**config.mk**
```make
export PLATFORM = sky130hd
export DESIGN_NAME = add_n_serial
export DESIGN_NICKNAME = d
export VERILOG_FILES = /design/src/rtl/add_n_pkg.sv /design/src/rtl/add_digit.sv /design/src/rtl/full_adder.sv /design/src/rtl/add_n_serial.sv
export SDC_FILE = /design/constraint.sdc
export NUM_CORES = 1
export LEC_CHECK = 0
export ABC_AREA = 1
export CAP_MARGIN = 20
export CORE_MARGIN = 1.5
export CORE_UTILIZATION = 50
export DETAILED_ROUTE_END_ITERATION = 16
export PLACE_DENSITY = 0.84
export RECOVER_POWER = 100
export SYNTH_ARGS = -nofsm -noshare
export SYNTH_HDL_FRONTEND = slang
export SYNTH_HIERARCHICAL = 1
export SYNTH_SLANG_ARGS = --single-unit
export TNS_END_PERCENT = 20
```
**constraint.sdc**
```tcl
create_clock -name clk -period 4.3 [get_ports clk]
set_input_delay 1.29 -clock clk [delete_from_list [all_inputs] [get_ports clk]]
set_output_delay 1.29 -clock clk [all_outputs]
set_load 0.05 [all_outputs]
```
**src/rtl/add_n_pkg.sv**
```systemverilog
// Shared constants for the digit-serial adder: FSM state encodings and counter sizing.
package add_n_pkg;

  localparam logic [1:0] ST_IDLE = 2'd0;
  localparam logic [1:0] ST_RUN  = 2'd1;
  localparam logic [1:0] ST_DONE = 2'd2;

  // Digit counter needs at least one bit even when a single slice covers the word.
  function automatic int cnt_width(input int n);
    return (n <= 1) ? 1 : $clog2(n);
  endfunction

endpackage

```
**src/rtl/add_digit.sv**
```systemverilog
// DIGIT-bit ripple adder built from full_adder cells; combinational, no backpressure.
module add_digit #(
  parameter int DIGIT = 4
) (
  input  logic [DIGIT-1:0] x,
  input  logic [DIGIT-1:0] y,
  input  logic             cin,
  output logic [DIGIT-1:0] s,
  output logic             cout
);

  logic [DIGIT:0] c;

  assign c[0] = cin;
  assign cout = c[DIGIT];

  for (genvar i = 0; i < DIGIT; i++) begin : g_fa
    full_adder u_fa (
      .x    (x[i]),
      .y    (y[i]),
      .cin  (c[i]),
      .s    (s[i]),
      .cout (c[i+1])
    );
  end

endmodule

```
**src/rtl/full_adder.sv**
```systemverilog
// One-bit full adder cell; purely combinational.
module full_adder (
  input  logic x,
  input  logic y,
  input  logic cin,
  output logic s,
  output logic cout
);

  assign s    = x ^ y ^ cin;
  assign cout = (x & y) | (cin & (x ^ y));

endmodule

```
**src/rtl/add_n_serial.sv**
```systemverilog
// Digit-serial add/sub, LSB first: done pulses WIDTH/DIGIT+1 cycles after start is accepted.
// start is taken only while ready is high; requests during RUN/DONE are dropped, not queued.
module add_n_serial
  import add_n_pkg::*;
#(
  parameter int WIDTH = 16,
  parameter int DIGIT = 4
) (
  input  logic             clk,
  input  logic             rst_n,
  input  logic             start,
  input  logic             sub,
  input  logic [WIDTH-1:0] a,
  input  logic [WIDTH-1:0] b,
  output logic             ready,
  output logic             done,
  output logic [WIDTH-1:0] out,
  output logic             carry,
  output logic             overflow
);

  localparam int N  = WIDTH / DIGIT;
  localparam int CW = cnt_width(N);

  logic [1:0]       state;
  logic [CW-1:0]    cnt;
  logic [WIDTH-1:0] op_a;
  logic [WIDTH-1:0] op_b;
  logic [WIDTH-1:0] out_q;
  logic             cy;
  logic             ovf_q;
  logic             last;
  logic [DIGIT-1:0] slice_s;
  logic             slice_c;

  assign last = (cnt == CW'(N - 1));

  // Single digit adder shared across all slices; the counter selects which slice feeds it.
  add_digit #(.DIGIT(DIGIT)) u_digit (
    .x    (op_a[cnt*DIGIT +: DIGIT]),
    .y    (op_b[cnt*DIGIT +: DIGIT]),
    .cin  (cy),
    .s    (slice_s),
    .cout (slice_c)
  );

  always_ff @(posedge clk) begin
    if (!rst_n) begin
      state <= ST_IDLE;
      cnt   <= '0;
      op_a  <= '0;
      op_b  <= '0;
      out_q <= '0;
      cy    <= 1'b0;
      ovf_q <= 1'b0;
    end else begin
      case (state)
        ST_IDLE: begin
          if (start) begin
            // Subtract is a + ~b + 1: invert b once here and seed the carry with sub.
            op_a  <= a;
            op_b  <= b ^ {WIDTH{sub}};
            cy    <= sub;
            cnt   <= '0;
            state <= ST_RUN;
          end
        end
        ST_RUN: begin
          out_q[cnt*DIGIT +: DIGIT] <= slice_s;
          cy  <= slice_c;
          cnt <= last ? '0 : cnt + CW'(1);
          if (last) begin
            ovf_q <= (op_a[WIDTH-1] == op_b[WIDTH-1]) && (slice_s[DIGIT-1] != op_a[WIDTH-1]);
            state <= ST_DONE;
          end
        end
        ST_DONE: state <= ST_IDLE;
        default: state <= ST_IDLE;
      endcase
    end
  end

  assign ready    = (state == ST_IDLE);
  assign done     = (state == ST_DONE);
  assign out      = out_q;
  assign carry    = cy;
  assign overflow = ovf_q;

endmodule

```
==> metrics <==
layout cells sized above 1 4.124%; Die Area 0.005605 sq mm; dpl ws 912.9 ps; Port Buffers 55; Primary FF master, synth dfxtp_1; # resized after CTS 0; drt via density 5.191; final hold viol count 0; pin count of the biggest net entering global routing 38; hold-fix buffers at CTS 0; sequential area share after synthesis 41.86%; final setup vio count 0; Clock Latency Late Sink 300 ps; TritonCTS clock tree yes; IO Count 56; Die Height 74.87 um; commonest cells after routing, fill and taps aside nand2_1, nor2_1, dfxtp_1; vias in the first global route 2,221; critical path launch point type flip-flop; antenna viol nets, final 0; worst-case reg-to-reg path depth 11; GRT Util Overall 21.60%; initial antenna violation count 0; Hold Crit Class reg -> reg; CTS HTree Levels 2; RSZ-0062 raised after global routing false; R2R Path Start cnt[1]; Worst VDD drop 213.1 uV; WHS Path Cells 2; synthesized area per cell 7.485 sq um; worst rel slew slack 29.80%; ys async rst share 0%; area of the multi-input gates 0.001315 sq mm; drt first pass iters 4; most common cell after layout, fill and taps aside nand2_1; Avg WL per Cell 12.28 um; Iter 0 DRT Violations 136; worst flop-to-flop path endpoint out[7]; Mapped Cells 345; Setup TNS 0 ps; Req. time, crit path 4520 ps; reg2reg setup slack 860 ps; clock root buffer clkbuf_8; post-route clock period utilization 79.99%; P_leak 0.001278 uW; Final GP Congestion 0.9035; clk_skew 6.083 ps; Fillers 429; Post-CTS Setup Repair Bufs 0; min-delay src out[6]; Arr. time, crit path 3660 ps; setup ws final 860.6 ps; Netlist Area Pre-Place 0.002582 sq mm; clock tree buffer depth 2; Starting Density 53.26%; CTS Buf Count 5; YS warnings 6; drt drc 0; Final Hold Slack 466.5 ps; status finished, final reports clean; number of synthesized flops with an enable pin 0; Worst Hold Path EP out[6]; Detailed Place HPWL 4059 um; Nets 435; core box area 0.004848 sq mm; Clock transition at path regs 90 ps; synthesized flop and latch total 54; first-pass GRT wire length 9377 um; die width 74.87 um; total wire length 5586 um; sequential cell area 0.001081 sq mm; Netlist cell types 27; total gr overflow 0; critical path type reg -> reg; CP Max Fanout 13; Min Clock Period, post-route 3439 ps; FP Rows 25; Num Clock Sinks 54; syn_nets 391; ANT cells 0; Slew Viols, Final 0; Layout area overhead 23.21%; fmax 290.7 MHz; max cap viols 0; CP endpoint kind flip-flop; P per Cell Area 329.6 mW/mm^2; slew at the pin with the worst max-slew slack 1052 ps; final core utilization 65.63%; DR vias 2,362
## where the power goes
| group | leakage (uW) | total [uW] | switching [uW] | internal [uW] |
|---|---|---|---|---|
| Combinational | 0.000793 | 226 | 135 | 91.7 |
| Clock | 0.0000431 | 272 | 148 | 124 |
| Sequential | 0.000442 | 550 | 20.4 | 529 |
| Total | 0.00128 | 1050 | 303 | 746 |
## final cells by class
type | instances | share of cell area (%)
well taps | 67 | 2.635
inverters | 15 | 1.809
repair buffers | 57 | 17.66
multi-input cells | 256 | 41.33
clock buffers | 6 | 2.595
flip-flops and latches | 54 | 33.98
## how the worst max path moves through the flow
stage,startpoint,slack (ps),depth (start not counted),to
after detailed placement,cnt[1],910,11,out[7]
after CTS,cnt[1],900,11,out[7]
final,cnt[1],860,11,out[7]
after global placement,cnt[1],1070,11,out[15]
after global routing,cnt[1],690,11,out[7]
after floorplan,cnt[1],1190,12,out[15]
## cell families after synthesis
kind of cell             after synthesis  share of synthesized area, %
AND/OR/NAND/NOR                      153                         24.18
AO/OA/AOI/OAI                         77                         15.31
buffers and inverters                 35                         7.219
adder cells (fa/ha/maj)               10                         6.008
XOR/XNOR                              16                         5.426
flip-flops                            54                         41.86
## synthesized netlist by cell type (4+ instances only)
master / count / area share [%]
buf_2: 5 / 0.97
a21oi_1: 36 / 7.0
o22ai_1: 8 / 1.9
buf_6: 4 / 1.7
nand3_1: 10 / 1.9
fa_1: 4 / 3.1
o21ai_0: 32 / 6.2
nor2_1: 57 / 8.3
dfxtp_1: 54 / 42
xor2_1: 16 / 5.4
buf_4: 4 / 1.2
ha_1: 6 / 2.9
inv_1: 11 / 1.6
nand2_1: 75 / 11
## metrics by stage
stage	area, sq um	power (uW)	cells
floorplan	2582	714.0	345
CTS	3186	1052	455
finish	3182	1049	455
global placement	3103	780.6	449
detailed placement	3103	787.8	449
global route	3182	1100	455
## registers in the layout (all words and copies together) (netlist names)
signal / cells
cnt: 2
state: 2
carry: 1
overflow: 1
op_a: 16
op_b: 16
out: 16
## per-layer routing
metal  vias up  track usage, %  share of wire [%]
met4         0           7.273                1.7
met3        15           5.221                5.6
met1      1058           27.10                 44
met5         -               0                  0
li1       1192               -                  -
met2        97           36.48                 48
## worst max-delay path, stage by stage, from the launching register on
cell,delay (ps)
dfxtp_1,560
inv_1,270
o21ai_0,130
o22ai_1,110
fa_1,440
fa_1,390
fa_1,390
fa_1,560
inv_1,90
nor3_1,210
nand2_1,80
a21oi_1,130
Note: power is estimated with default switching activity, not from simulation.
